`config.mk`:
```
export PLATFORM = sky130hd
export DESIGN_NAME = ifu_fetch_unit
export DESIGN_NICKNAME = d
export VERILOG_FILES = /design/src/rtl/ifu_fetch_unit_pkg.sv /design/src/rtl/ifu_fetch_fifo.sv /design/src/rtl/ifu_fetch_unit.sv
export SDC_FILE = /design/constraint.sdc
export NUM_CORES = 1
export LEC_CHECK = 0
export ABC_AREA = 1
export CAP_MARGIN = 20
export CELL_PAD_IN_SITES_DETAIL_PLACEMENT = 2
export CELL_PAD_IN_SITES_GLOBAL_PLACEMENT = 2
export CORE_MARGIN = 2
export CORE_UTILIZATION = 36
export DETAILED_ROUTE_END_ITERATION = 8
export PLACE_DENSITY_LB_ADDON = 0.25
export SYNTH_ARGS = -nofsm -noshare
export SYNTH_HDL_FRONTEND = slang
export SYNTH_SLANG_ARGS = --single-unit
```
`constraint.sdc`:
```
create_clock -name clk -period 7.35 [get_ports clk]
set_input_delay 2.205 -clock clk [delete_from_list [all_inputs] [get_ports clk]]
set_output_delay 2.205 -clock clk [all_outputs]
set_load 0.03 [all_outputs]
```
`src/rtl/ifu_fetch_unit_pkg.sv`:
```
// Shared fetch-stage types: FSM state encoding, instruction width, canonical NOP.
// No logic; imported by the fetch unit, its queue and the bench.
// Backpressure: n/a.
package ifu_fetch_unit_pkg;

    typedef enum logic [1:0] {
        S_REQ  = 2'd0,
        S_WAIT = 2'd1,
        S_DROP = 2'd2
    } ifu_state_t;

    localparam int INSTR_LEN = 32;
    localparam logic [INSTR_LEN-1:0] NOP_INSTR = 32'h0000_0013;

endpackage

```
`src/rtl/ifu_fetch_fifo.sv`:
```
// Synchronous FIFO for {pc, instr} pairs with single-cycle flush.
// Latency: push visible at dout one cycle later; dout is combinational from the read pointer.
// Backpressure: push dropped when full unless a pop frees the slot in the same cycle.
module ifu_fetch_fifo #(
    parameter int WIDTH = 64,
    parameter int DEPTH = 4,
    localparam int AW = $clog2(DEPTH)
) (
    input  logic             clk,
    input  logic             rst,
    input  logic             flush,
    input  logic             push,
    input  logic [WIDTH-1:0] din,
    input  logic             pop,
    output logic [WIDTH-1:0] dout,
    output logic [AW:0]      count,
    output logic             full,
    output logic             empty
);

    localparam logic [AW:0] CNT_DEPTH = (AW+1)'(DEPTH);

    logic [WIDTH-1:0] mem [DEPTH];
    logic [AW-1:0]    wr_ptr;
    logic [AW-1:0]    rd_ptr;
    logic             do_push;
    logic             do_pop;

    assign empty   = (count == '0);
    assign full    = (count == CNT_DEPTH);
    assign dout    = mem[rd_ptr];
    assign do_pop  = pop & ~empty;
    assign do_push = push & (~full | do_pop);

    always_ff @(posedge clk) begin
        if (rst || flush) begin
            wr_ptr <= '0;
            rd_ptr <= '0;
            count  <= '0;
        end else begin
            if (do_push) wr_ptr <= wr_ptr + AW'(1);
            if (do_pop)  rd_ptr <= rd_ptr + AW'(1);
            unique case ({do_push, do_pop})
                2'b10:   count <= count + (AW+1)'(1);
                2'b01:   count <= count - (AW+1)'(1);
                default: count <= count;
            endcase
        end
    end

    // Storage carries no reset; validity is tracked entirely by count.
    always_ff @(posedge clk) begin
        if (do_push && !flush && !rst) mem[wr_ptr] <= din;
    end

endmodule

```
`src/rtl/ifu_fetch_unit.sv`:
```
// Fetch stage: sequential PC generation, one outstanding I-cache request, response queue to decode.
// Latency: response pushed on its handshake edge; visible to decode one cycle later.
// Backpressure: requests withheld while the queue has no free slot; cache responses always accepted.
module ifu_fetch_unit
    import ifu_fetch_unit_pkg::*;
#(
    parameter int                  ADDR_LEN = 32,
    parameter int                  DEPTH    = 4,
    parameter logic [ADDR_LEN-1:0] RESET_PC = '0
) (
    input  logic                 clk,
    input  logic                 rst,
    input  logic                 redirect_valid_i,
    input  logic [ADDR_LEN-1:0]  redirect_pc_i,
    output logic                 icache_req_valid_o,
    input  logic                 icache_req_ready_i,
    output logic [ADDR_LEN-1:0]  icache_req_addr_o,
    input  logic                 icache_resp_valid_i,
    output logic                 icache_resp_ready_o,
    input  logic [INSTR_LEN-1:0] icache_resp_data_i,
    output logic                 fetch_valid_o,
    input  logic                 fetch_ready_i,
    output logic [ADDR_LEN-1:0]  fetch_pc_o,
    output logic [INSTR_LEN-1:0] fetch_instr_o
);

    localparam int CW = $clog2(DEPTH) + 1;
    localparam logic [CW-1:0] CNT_DEPTH = CW'(DEPTH);
    localparam int QW = ADDR_LEN + INSTR_LEN;

    ifu_state_t          state_q, state_d;
    logic [ADDR_LEN-1:0] pc_q, pc_d;
    logic [ADDR_LEN-1:0] inflight_pc_q, inflight_pc_d;
    logic [ADDR_LEN-1:0] redirect_pc;
    logic                req_hsk;
    logic                resp_hsk;
    logic                push_en;
    logic [CW-1:0]       fifo_count;
    logic                fifo_full;
    logic                fifo_empty;
    logic [QW-1:0]       fifo_dout;

    assign redirect_pc = {redirect_pc_i[ADDR_LEN-1:2], 2'b00};

    // A request is only issued when a queue slot is guaranteed for its response.
    assign icache_req_valid_o  = ~rst & (state_q == S_REQ) & (fifo_count < CNT_DEPTH);
    assign icache_req_addr_o   = pc_q;
    assign icache_resp_ready_o = ~rst;

    assign req_hsk  = icache_req_valid_o & icache_req_ready_i;
    assign resp_hsk = icache_resp_valid_i & icache_resp_ready_o;

    always_comb begin
        state_d       = state_q;
        pc_d          = pc_q;
        inflight_pc_d = inflight_pc_q;
        push_en       = 1'b0;
        unique case (state_q)
            S_REQ: begin
                if (req_hsk) begin
                    inflight_pc_d = pc_q;
                    state_d       = redirect_valid_i ? S_DROP : S_WAIT;
                end
                if (redirect_valid_i) pc_d = redirect_pc;
            end
            S_WAIT: begin
                if (resp_hsk && !redirect_valid_i) begin
                    push_en = 1'b1;
                    pc_d    = inflight_pc_q + ADDR_LEN'(4);
                    state_d = S_REQ;
                end else if (redirect_valid_i) begin
                    pc_d    = redirect_pc;
                    state_d = resp_hsk ? S_REQ : S_DROP;
                end
            end
            S_DROP: begin
                if (redirect_valid_i) pc_d = redirect_pc;
                if (resp_hsk) state_d = S_REQ;
            end
            default: state_d = S_REQ;
        endcase
    end

    always_ff @(posedge clk) begin
        if (rst) begin
            state_q       <= S_REQ;
            pc_q          <= RESET_PC;
            inflight_pc_q <= RESET_PC;
        end else begin
            state_q       <= state_d;
            pc_q          <= pc_d;
            inflight_pc_q <= inflight_pc_d;
        end
    end

    // Guard on full is redundant with the credit check but keeps the queue safe on its own.
    ifu_fetch_fifo #(
        .WIDTH (QW),
        .DEPTH (DEPTH)
    ) u_fetch_fifo (
        .clk   (clk),
        .rst   (rst),
        .flush (redirect_valid_i),
        .push  (push_en & ~fifo_full),
        .din   ({inflight_pc_q, icache_resp_data_i}),
        .pop   (fetch_ready_i),
        .dout  (fifo_dout),
        .count (fifo_count),
        .full  (fifo_full),
        .empty (fifo_empty)
    );

    assign fetch_valid_o = ~fifo_empty;
    assign fetch_pc_o    = fifo_dout[QW-1:INSTR_LEN];
    assign fetch_instr_o = fifo_dout[INSTR_LEN-1:0];

endmodule

```
==> run metrics <==
outcome finished, final reports clean; power density over cell area 250 nW/um2; post-CTS setup repair buffer count 0; fmax ~0.17 GHz; count leader, synth edfxtp_1; worst min path class flip-flop to flip-flop; initial antenna violation count 1; Worst Tran Pin Value around 1100 ps; Async SR Flop Fraction 0%; Clock Latency Late Sink 530 ps; gr usage total between 20 and 25%; Post-synth EDFFs ~260; max_cap viols 0; CP peak stage delay 700 ps; Yosys top cell area share a little under three fifths; simple-gate share of the synthesized area roughly an eighth; crit path DAT 3570 ps; share of layout cells above drive strength 1 under 10%; starting density of the core 36.6%; DP Wirelength between 20,000 and 30,000 um; DRC viols 0; proportion of synthesized chip area in sequential cells 68.3%; Synth Cell Area 13,400 um2; XOR/XNOR Fraction of Synth Area 0.261%; proportion of synthesized area in mux cells 0%; Fin Setup TNS 0 ps; CTS tree done; largest family of logic cells by synthesized area compound AO/OA/AOI/OAI gates; Max FO, Critical Path 3; Critical Path Start Type primary input; Port Buf Inserts about 170; DR pass1 iterations 4; Place WS roughly 1500 ps; drt total wl approximately 40,000 um; Root Buffer clkbuf_16; post-CTS sizing 0; CP Data Required Time between 5000 and 6000 ps; critical path, cell by cell clkdlybuf4s50_1 > nor3_1 > clkdlybuf4s50_1; Register Area 9190 um2; Layout Nets ~1,500; adder-cell share of the synthesized area less than 1%; synth warn 0; overall via count from detail_route ~10,000; Final Worst Setup Slack between 1500 and 2000 ps; Post-synth top flop edfxtp_1; CP Capture Type primary output; Final min period about 5800 ps; kind of critical path primary input to primary output; Distinct cells, synth 35; Rows 70; max-slew violations 0; Max IR drop VDD roughly 0.00018 V; Die Width just under 200 um; first-pass GRT wire length between 60,000 and 70,000 um; syn nets ~1,300; RSZ-0062 raised after global routing false; # H-tree levels 2; largest net degree at the start of global routing 79; GPL Wtd Cong around 0.75; most area-consuming cells after synthesis edfxtp_1 (57%), dfxtp_1 (11%), o21ai_0 (7.1%); average size of a mapped cell roughly 11 um2; area delta synth->final 25.4%; Worst path most repeated cell clkdlybuf4s50_1; cts bufs inserted 37; hold slack 493 ps; Die Y 197 um; clock-pin slew on the worst setup and hold paths ~60 ps; die area between 30,000 and 40,000 um2; final setup vio count 0; core area between 30,000 and 40,000 um2; CTS Sinks ~330; drt initial violations roughly 390; vias per cell approximately 5.3; maximum buffer depth of the clock tree 3; vias in the first global route between 10,000 and 15,000; cell at the slowest stage of the critical path clkdlybuf4s50_1; final instance area about 17,000 um2; Pleak between 5 and 6 nW; largest area contributor in the netlist edfxtp_1; drt wl/cell between 20 and 25 um; slew margin rel. between 20% and 30%; Final period util about four fifths; fill cell count about 3,800; Multi-input gate area approximately 3700 um2; compound-cell area share of the yosys netlist between 10% and 20%; Synth top cells by count edfxtp_1 (256), nor2_1 (193), o21ai_0 (190), nand2_1 (164), a21oi_1 (98); Seq cells post-synth 331; Placed Area 15,600 um2; synthesized instance count 1,248; R2R setup slack between 4000 and 5000 ps; Worst Clk Skew 24.0 ps; I/O pins 169; Ant. Diodes 0; Routed Antenna Nets 0; hold-fix buffer count after cts 0; Fin. Hold Viols 0; grt total ovfl 0
worst paths after layout:
path | cells after the start | from | endpoint
max | 3 | rst | icache_req_valid_o
min | 2 | icache_req_addr_o[0] | icache_req_addr_o[0]
max reg2reg | 9 | u_fetch_fifo.count[2] | u_fetch_fifo.count[2]
min reg2reg | 2 | icache_req_addr_o[0] | icache_req_addr_o[0]
through the flow:
step / utilization [%] / power (mW) / instances
global route: 46.0 / 4.36 / 1896
detailed placement: 42.4 / 2.35 / 1827
CTS: 45.9 / 4.28 / 1895
finish: 46.0 / 4.22 / 1896
global placement: 42.4 / 2.33 / 1827
floorplan: - / 2.23 / 1248
layer usage:
metal  up-vias  part of all wire (%)  global-route usage (%)
li1       4706                     -                       -
met1      5012                    44                    26.3
met2       204                    50                    37.1
met3        58                   3.8                    3.00
met4         2                   2.2                    5.49
met5         -                 0.045                       0
worst max-delay path, delay by kind of cell:
family | cells | cell delay (ps)
buffers and inverters | 2 | 1160
and+or+nand+nor | 1 | 200
placed cells by master (no fill, tap or decap), types with 39 or more instances in the layout:
cell type	instances
dfxtp_1	73
o22ai_1	64
inv_1	61
nor2_1	189
clkbuf_16	39
edfxtp_1	256
a21oi_1	98
o21ai_0	190
clkdlybuf4s50_1	166
nand2_1	164
cells by family (layout without fill, tap and decap cells):
| group | after synthesis | after routing |
|---|---|---|
| adders and majority gates | 7 | 7 |
| xor gates and xnor gates | 4 | 4 |
| and+or+nand+nor | 407 | 407 |
| buffers and inverters | 137 | 317 |
| AOI/OAI and AO/OA | 362 | 362 |
| DFF | 331 | 331 |
flip-flops by register name (all words and copies together) (netlist names), named ones only:
signal               count
u_fetch_fifo.mem       256
state_q                  2
icache_req_addr_o       32
u_fetch_fifo.count       3
u_fetch_fifo.rd_ptr      2
inflight_pc_q           32
u_fetch_fifo.wr_ptr      2
power breakdown:
part / switching (mW) / total [mW] / leakage, nW / internal, mW
logic: 0.120 / 0.208 / 2.10 / 0.0886
registers: 0.0483 / 2.10 / 2.94 / 2.05
clock network: 0.756 / 1.91 / 0.605 / 1.16
layout make-up:
class / instances / area share [%]
tap: 468 / 3.47
timing repair buffer: 183 / 10.9
sequential: 331 / 54.5
clock inverter: 25 / 1.59
clock buffer: 43 / 5.93
inverter: 66 / 1.48
multi-input combinational: 780 / 22.1
Note: power is estimated with default switching activity, not from simulation.
